**src/rtl/resim_pkg.sv**
```systemverilog
// rtl/resim_pkg.sv - shared widths, state encoding and default frame length
package resim_pkg;
  localparam int PIKSEL_W             = 3;
  localparam int FILTRE_W             = 5;
  localparam int FRAME_LEN_VARSAYILAN = 8;

  typedef enum logic [1:0] {
    IDLE  = 2'd0,
    BUSY0 = 2'd1,
    BUSY1 = 2'd2
  } durum_e;
endpackage

```
**src/rtl/resim_filtreleyici.sv**
```systemverilog
// rtl/resim_filtreleyici.sv - combinational pixel filter: out = 3*piksel + 1
module resim_filtreleyici
  import resim_pkg::*;
(
  input  logic [PIKSEL_W-1:0] piksel_i,
  output logic [FILTRE_W-1:0] filtre_o
);
  logic [FILTRE_W-1:0] genis;

  assign genis    = FILTRE_W'(piksel_i);
  assign filtre_o = (genis << 1) + genis + FILTRE_W'(1);
endmodule

```
**src/rtl/resim_filtre_denetleyici.sv**
```systemverilog
// rtl/resim_filtre_denetleyici.sv - two-source frame arbiter sharing one pixel filter
module resim_filtre_denetleyici
  import resim_pkg::*;
#(
  parameter int FRAME_LEN = FRAME_LEN_VARSAYILAN
) (
  input  logic                clk,
  input  logic                rst_n,
  input  logic                s0_valid,
  input  logic [PIKSEL_W-1:0] s0_piksel,
  output logic                s0_ready,
  input  logic                s1_valid,
  input  logic [PIKSEL_W-1:0] s1_piksel,
  output logic                s1_ready,
  output logic                out_valid,
  output logic [FILTRE_W-1:0] out_filtre,
  output logic                out_kaynak,
  output logic                out_son,
  input  logic                out_ready,
  output logic                mesgul
);
  localparam int SAYAC_W = (FRAME_LEN > 1) ? $clog2(FRAME_LEN) : 1;
  localparam logic [SAYAC_W-1:0] SON_SAYAC = SAYAC_W'(FRAME_LEN - 1);

  durum_e              state_q, state_d;
  logic [SAYAC_W-1:0]  sayac_q, sayac_d;
  logic                son_grant_q, son_grant_d;
  logic                out_valid_q, out_valid_d;
  logic [FILTRE_W-1:0] out_filtre_q, out_filtre_d;
  logic                out_kaynak_q, out_kaynak_d;
  logic                out_son_q, out_son_d;
  logic                mesgul_q;

  logic                hs0, hs1, son_piksel;
  logic [PIKSEL_W-1:0] secili_piksel;
  logic [FILTRE_W-1:0] filtre;

  assign secili_piksel = (state_q == BUSY1) ? s1_piksel : s0_piksel;

  resim_filtreleyici u_filtre (
    .piksel_i (secili_piksel),
    .filtre_o (filtre)
  );

  // Ready depends only on state and the output slot, never on the source valid.
  assign s0_ready   = (state_q == BUSY0) && (!out_valid_q || out_ready);
  assign s1_ready   = (state_q == BUSY1) && (!out_valid_q || out_ready);
  assign hs0        = s0_ready && s0_valid;
  assign hs1        = s1_ready && s1_valid;
  assign son_piksel = (sayac_q == SON_SAYAC);

  always_comb begin
    state_d      = state_q;
    sayac_d      = sayac_q;
    son_grant_d  = son_grant_q;
    out_valid_d  = out_valid_q;
    out_filtre_d = out_filtre_q;
    out_kaynak_d = out_kaynak_q;
    out_son_d    = out_son_q;

    if (hs0 || hs1) begin
      out_valid_d  = 1'b1;
      out_filtre_d = filtre;
      out_kaynak_d = hs1;
      out_son_d    = son_piksel;
      if (son_piksel) begin
        sayac_d     = '0;
        son_grant_d = hs1;
        state_d     = IDLE;
      end else begin
        sayac_d = sayac_q + SAYAC_W'(1);
      end
    end else if (out_ready) begin
      out_valid_d = 1'b0;
    end

    case (state_q)
      IDLE: begin
        // On a tie the source that did not own the previous frame wins.
        if (s0_valid && s1_valid) state_d = son_grant_q ? BUSY0 : BUSY1;
        else if (s0_valid)        state_d = BUSY0;
        else if (s1_valid)        state_d = BUSY1;
      end
      BUSY0, BUSY1: ;
      default: state_d = IDLE;
    endcase
  end

  always_ff @(posedge clk or negedge rst_n) begin
    if (!rst_n) begin
      state_q      <= IDLE;
      sayac_q      <= '0;
      son_grant_q  <= 1'b1;
      out_valid_q  <= 1'b0;
      out_filtre_q <= '0;
      out_kaynak_q <= 1'b0;
      out_son_q    <= 1'b0;
      mesgul_q     <= 1'b0;
    end else begin
      state_q      <= state_d;
      sayac_q      <= sayac_d;
      son_grant_q  <= son_grant_d;
      out_valid_q  <= out_valid_d;
      out_filtre_q <= out_filtre_d;
      out_kaynak_q <= out_kaynak_d;
      out_son_q    <= out_son_d;
      mesgul_q     <= (state_d != IDLE);
    end
  end

  assign out_valid  = out_valid_q;
  assign out_filtre = out_filtre_q;
  assign out_kaynak = out_kaynak_q;
  assign out_son    = out_son_q;
  assign mesgul     = mesgul_q;
endmodule
```
**config.mk**
```make
export PLATFORM = sky130hd
export DESIGN_NAME = resim_filtre_denetleyici
export DESIGN_NICKNAME = d
export VERILOG_FILES = /design/src/rtl/resim_pkg.sv /design/src/rtl/resim_filtreleyici.sv /design/src/rtl/resim_filtre_denetleyici.sv
export SDC_FILE = /design/constraint.sdc
export NUM_CORES = 1
export LEC_CHECK = 0
export CAP_MARGIN = 20
export CORE_UTILIZATION = 35
export DETAILED_ROUTE_END_ITERATION = 6
export PLACE_DENSITY = 0.65
export SKIP_CTS_REPAIR_TIMING = 1
export SLEW_MARGIN = 30
export SYNTH_ARGS = -nofsm -noshare
export SYNTH_HDL_FRONTEND = slang
export SYNTH_HIERARCHICAL = 1
export SYNTH_SLANG_ARGS = --single-unit
```
**constraint.sdc**
```tcl
create_clock -name clk -period 2.4 [get_ports clk]
set_input_delay 0.36 -clock clk [delete_from_list [all_inputs] [get_ports clk]]
set_output_delay 0.36 -clock clk [all_outputs]
set_load 0.01 [all_outputs]
```
==> impl_metrics.env, run 1 <==
export IMPL_crit_fanout=6
export IMPL_worstSetupStartpoint="state_q[0]$_DFF_PN0_"
export IMPL_criticalPathCategory="reg -> reg"
export IMPL_setup_ws_ps=206
export IMPL_synth_distinct_cells=30
export IMPL_layout_commonest_cell="clkdlybuf4s50_1"
export IMPL_clock_sinks=15
export IMPL_final_antenna_net_count=0
export IMPL_die_area_um2=2750
export IMPL_antenna_found_initial=0
export IMPL_crit_top_cell="mux2_2"
export IMPL_finalCritPeriodShare=0.914
export IMPL_synth_top_cell_area_share=0.393
export IMPL_cts_made_buffers=3
export IMPL_drc=0
export IMPL_rows=17
export IMPL_cp_required_ps=2580
export IMPL_reg2reg_from="state_q[0]$_DFF_PN0_"
export IMPL_grt_pass1_vias=660
export IMPL_cts_root_buffer="clkbuf_4"
export IMPL_worst_pin_slew_ps=659
export IMPL_ys_seq_elements=15
export IMPL_p_total_mw=1.31
export IMPL_syn_area_per_cell_um2=12.1
export IMPL_setup_viol=0
export IMPL_fin_tns_setup_ps=0
export IMPL_ys_seq_area_frac=0.422
export IMPL_grtUsageTotal=0.142
export IMPL_synth_cell_area_um2=892
export IMPL_outcome="complete, no violations"
export IMPL_drive_gt1_frac=0.202
export IMPL_cp_end_kind="flip-flop"
export IMPL_maxSlewHeadroom=0.560
export IMPL_io_buffers=21
export IMPL_grt_pass1_wl_mm=2.75
export IMPL_pin_count=22
export IMPL_critical_path_top_delay_family="adder cells"
export IMPL_maxCapViolCount=0
export IMPL_clockBufferDepth=2
export IMPL_tritoncts="done"
export IMPL_first_iter_violations=0
export IMPL_final_cell_mix="clkdlybuf4s50_1 (21), dfrtp_1 (14), ha_1 (10), mux2_2 (9), inv_1 (6)"
export IMPL_num_nets_final=122
export IMPL_syn_nets=96
export IMPL_pre_cts_ws_ps=216
export IMPL_drt_total_wl_mm=1.59
export IMPL_post_drt_wl_per_cell_um=12.5
export IMPL_rsz0062_at_grt="false"
export IMPL_peakVddDrop_uv=633
export IMPL_drv_slew=0
export IMPL_insertion_delay_ps=290
export IMPL_cp_cell_sequence="inv_1 -> ha_1 -> mux2_2 -> fa_1 -> xor2_1 -> mux2_2"
export IMPL_critPathBufInv=1
export IMPL_ys_warn_count=6
export IMPL_leakagePower_nw=0.512
export IMPL_routabilityCongestion=0.695
export IMPL_cp_slowest_cell="fa_1"
export IMPL_first_pass_iters=1
export IMPL_coreArea_um2=2300
export IMPL_grt_ovfl_total=0
export IMPL_powerDensity_nw_per_um2=1130
export IMPL_cp_start_kind="flip-flop"
export IMPL_n_antenna_cell=0
export IMPL_vias_per_cell=4.91
export IMPL_num_vias=624
export IMPL_cts_clk_slew_worst_paths_ps=90
export IMPL_synth_cells=74
export IMPL_start_util=0.388
export IMPL_hp_class="in -> async"
export IMPL_clock_skew_ps=6.88
export IMPL_htreeDepth=1
export IMPL_die_w_um=52.5
export IMPL_area_growth_pct=30.6
export IMPL_grt_max_degree=16
export IMPL_arrival_ps=2380
export IMPL_fillCellCount=216
export IMPL_die_h_um=52.5
export IMPL_synth_area_leaders="dfrtp_1 (39%), ha_1 (14%), mux2_2 (11%), dfstp_2 (2.9%), inv_1 (2.5%)"
export IMPL_yosysTopAreaCell="dfrtp_1"
export IMPL_slowest_delay_ps=440
export IMPL_post_dp_hpwl_mm=1.33
export IMPL_period_needed_ps=2190
export IMPL_max_freq_mhz=456
export IMPL_hold_viol_final=0
==> worst paths after layout <==
kind                                              to  cells past startpoint  slack, ps
hold reg to reg               out_kaynak$_DFFE_PN0P_                      1        490
setup / recovery           out_filtre[3]$_DFFE_PN0P_                      6        210
hold / removal             out_filtre[1]$_DFFE_PN0P_                      1        460
setup reg to reg           out_filtre[3]$_DFFE_PN0P_                      6        210
min in group clk              out_kaynak$_DFFE_PN0P_                      1        490
max in group asynchronous  out_filtre[4]$_DFFE_PN0P_                      1       1510
==> logic make-up after synthesis <==
family | count (synthesis) | share of synthesized area
AND/OR/NAND/NOR | 17 | 0.111
flip-flops | 15 | 0.422
AO/OA/AOI/OAI | 12 | 0.121
multiplexers | 11 | 0.139
adder cells (fa/ha/maj) | 11 | 0.163
buffers and inverters | 6 | 0.0252
XOR/XNOR | 2 | 0.0196
==> power by group <==
group / total (mW) / internal (mW) / leakage, nW / switching, mW
clock network: 0.143 / 0.0621 / 0.0177 / 0.0812
registers: 0.447 / 0.377 / 0.179 / 0.0702
logic: 0.724 / 0.408 / 0.315 / 0.315
==> sequential cells by signal (all words and copies together), names as in the netlist <==
register and count:
state_q 2, out_kaynak 1, out_son 1, out_filtre 5
mesgul 1, sayac_q 3, son_grant_q 1, out_valid 1
==> cells in the mapped netlist, drive strengths merged <==
cell	number
dfrtp	14
mux2	11
ha	10
inv	6
nand2	5
and2	3
a21oi	2
nand2b	2
nor2	2
o21ai	2
a211oi	1
a21bo	1
a21o	1
a22o	1
a22oi	1
and3	1
dfstp	1
fa	1
nand3	1
nor2b	1
nor4bb	1
o211ai	1
o31ai	1
o32ai	1
or2	1
xnor2	1
xor2	1
==> final cells by class <==
type | instances | area (um2) | area share
sequential | 15 | 377 | 0.323
tap | 28 | 35.0 | 0.0301
clock buffer | 3 | 22.5 | 0.0193
multi-input combinational | 53 | 493 | 0.423
clock inverter | 1 | 5.00 | 0.00430
timing repair buffer | 21 | 210 | 0.180
inverter | 6 | 22.5 | 0.0193
==> metal layers <==
layer	up-vias	track usage	share of wire
li1	307	-	-
met1	304	0.153	0.41
met2	11	0.257	0.53
met3	2	0.0522	0.045
met4	0	0.0395	0.0088
met5	-	0	0
==> stage by stage <==
step / util / hold WS, ps / cells / instance area, um2
global placement: 0.495 / 467 / 123 / 1140
CTS: 0.507 / 489 / 127 / 1160
finish: 0.507 / 464 / 127 / 1160
detailed placement: 0.495 / 476 / 123 / 1140
global route: 0.507 / 519 / 127 / 1160
floorplan: - / 64.4 / 74 / 892
==> worst register-to-register path, delay by kind of cell, from the launching register on <==
| family | cells | cell delay (ps) |
|---|---|---|
| flops | 1 | 430 |
| xor+xnor | 1 | 160 |
| buf+inv | 1 | 100 |
| fa+ha+maj | 2 | 710 |
| mux | 2 | 690 |
Power figures use the tool's default switching activity.
==> run 2: changes to the inputs <==
--- a/config.mk
+++ b/config.mk
@@ -8,6 +8,7 @@
 export CAP_MARGIN = 20
 export CORE_UTILIZATION = 35
 export DETAILED_ROUTE_END_ITERATION = 6
+export GPL_TIMING_DRIVEN = 0
 export PLACE_DENSITY = 0.65
 export SKIP_CTS_REPAIR_TIMING = 1
 export SLEW_MARGIN = 30
==> run 2 against run 1 <==
  * Hold slack improved by 21 ps
  * Count of clock-buffer cells in the layout up 1
  * Combinational power up 0.6%
  * Clock skew is 3.6 ps lower
  * Power up 1.0%
  * Maximum frequency fell by 0.38%
  * Final area is 0.11% higher
  * Critical path depth stayed put
  * Register-to-register slack is essentially flat
  * Sequential share of layout area about the same
  * Non-clock buffer count unchanged
  * Via count is 0.48% lower
  * Critical path type unchanged
==> impl_metrics.env, run 2 (synthesis gave the netlist of run 1 again) <==
export IMPL_outcome="complete, no violations"
export IMPL_arrival_ps=2380
export IMPL_largest_register_ff_count=5
export IMPL_drv_slew=0
export IMPL_reg2reg_slack_ps=200
export IMPL_first_iter_violations=12
export IMPL_insertion_delay_ps=290
export IMPL_hp_class="in -> async"
export IMPL_maxCapViolCount=0
export IMPL_worstSetupStartpoint="state_q[0]$_DFF_PN0_"
export IMPL_rows=17
export IMPL_io_buffers=21
export IMPL_layout_commonest_cell="clkdlybuf4s50_1"
export IMPL_max_freq_mhz=454
export IMPL_grtUsageTotal=0.141
export IMPL_period_needed_ps=2200
export IMPL_drt_total_wl_mm=1.60
export IMPL_clock_skew_ps=3.30
export IMPL_drc=0
export IMPL_fin_tns_setup_ps=0
export IMPL_crit_fanout=6
export IMPL_first_pass_iters=4
export IMPL_slowest_delay_ps=440
export IMPL_leakagePower_nw=0.508
export IMPL_final_antenna_net_count=0
export IMPL_finalCritPeriodShare=0.918
export IMPL_critPathBufInv=1
export IMPL_num_vias=621
export IMPL_grt_pass1_vias=645
export IMPL_clock_sinks=15
export IMPL_cp_cell_sequence="inv_1 -> ha_2 -> mux2_2 -> fa_1 -> xor2_1 -> mux2_2"
export IMPL_final_cell_mix="clkdlybuf4s50_1 (21), dfrtp_1 (14), mux2_2 (9), ha_1 (9), inv_1 (6)"
export IMPL_cts_root_buffer="clkbuf_4"
export IMPL_setup_viol=0
export IMPL_maxSlewHeadroom=0.533
export IMPL_peakVddDrop_uv=496
export IMPL_vias_per_cell=4.89
export IMPL_r2r_cells=6
export IMPL_critical_path_top_delay_family="adder cells"
export IMPL_pre_cts_ws_ps=154
export IMPL_hold_viol_final=0
export IMPL_reg2reg_from="state_q[0]$_DFF_PN0_"
export IMPL_tritoncts="done"
export IMPL_cts_clk_slew_worst_paths_ps=100
export IMPL_routabilityCongestion=0.772
export IMPL_num_nets_final=122
export IMPL_start_util=0.388
export IMPL_criticalPathCategory="reg -> reg"
export IMPL_cts_made_buffers=3
export IMPL_n_antenna_cell=0
export IMPL_drive_gt1_frac=0.202
export IMPL_cp_start_kind="flip-flop"
export IMPL_pin_count=22
export IMPL_post_drt_wl_per_cell_um=12.6
export IMPL_post_dp_hpwl_mm=1.25
export IMPL_area_growth_pct=30.7
export IMPL_p_total_mw=1.33
export IMPL_grt_max_degree=16
export IMPL_die_w_um=52.5
export IMPL_dp_cells=123
export IMPL_grt_ovfl_total=0
export IMPL_setup_ws_ps=198
export IMPL_grt_pass1_wl_mm=2.75
export IMPL_finalNonFillerCells=127
export IMPL_rsz0062_at_grt="false"
export IMPL_cp_slowest_cell="dfrtp_1"
export IMPL_cp_required_ps=2580
export IMPL_die_h_um=52.5
export IMPL_coreArea_um2=2300
export IMPL_clockBufferDepth=2
export IMPL_worst_pin_slew_ps=698
export IMPL_crit_top_cell="mux2_2"
export IMPL_fillCellCount=219
export IMPL_cp_end_kind="flip-flop"
export IMPL_powerDensity_nw_per_um2=1140
export IMPL_antenna_found_initial=0
export IMPL_path_depth=6
export IMPL_regToRegEndpoint="out_filtre[3]$_DFFE_PN0P_"
export IMPL_htreeDepth=1
export IMPL_die_area_um2=2750
-- run 2: cell type report --
class,count,area (um2),area share
clock buffers,4,26.3,0.0225
inverters,6,22.5,0.0193
multi-input cells,53,495,0.425
flip-flops and latches,15,377,0.323
well taps,28,35.0,0.0300
repair buffers,21,210,0.180
-- run 2: worst max-delay path by stage --
stage | end | slack [ps]
2_1_floorplan | out_filtre[3]$_DFFE_PN0P_ | 310
3_3_place_gp | out_filtre[3]$_DFFE_PN0P_ | 170
3_5_place_dp | out_filtre[3]$_DFFE_PN0P_ | 150
4_1_cts | out_filtre[3]$_DFFE_PN0P_ | 140
5_1_grt | out_filtre[3]$_DFFE_PN0P_ | 70
6_report | out_filtre[3]$_DFFE_PN0P_ | 200
-- run 2: report_power, final --
| group | switching (mW) | internal (mW) | total [mW] |
|---|---|---|---|
| combinational | 0.319 | 0.410 | 0.728 |
| clock | 0.0873 | 0.0646 | 0.152 |
| sequential | 0.0705 | 0.377 | 0.447 |
-- run 2: worst register-to-register path, cell delays in order (launching register included) --
cell	delay, ps
dfrtp_1	440
inv_1	110
ha_2	250
mux2_2	420
fa_1	440
xor2_1	170
mux2_2	260
-- run 2: metrics by stage --
step	hold slack (ps)	cell area (um2)	util
after global placement	467	1140	0.495
after CTS	500	1160	0.507
after detailed placement	479	1140	0.495
after floorplan	64.4	892	-
after global routing	532	1170	0.508
final	485	1170	0.508
-- run 2: routing by layer --
metal | share of wire | global-route usage
met5 | 0 | 0
met3 | 0.038 | 0.0348
met2 | 0.47 | 0.232
met4 | 0.014 | 0.0833
met1 | 0.48 | 0.165
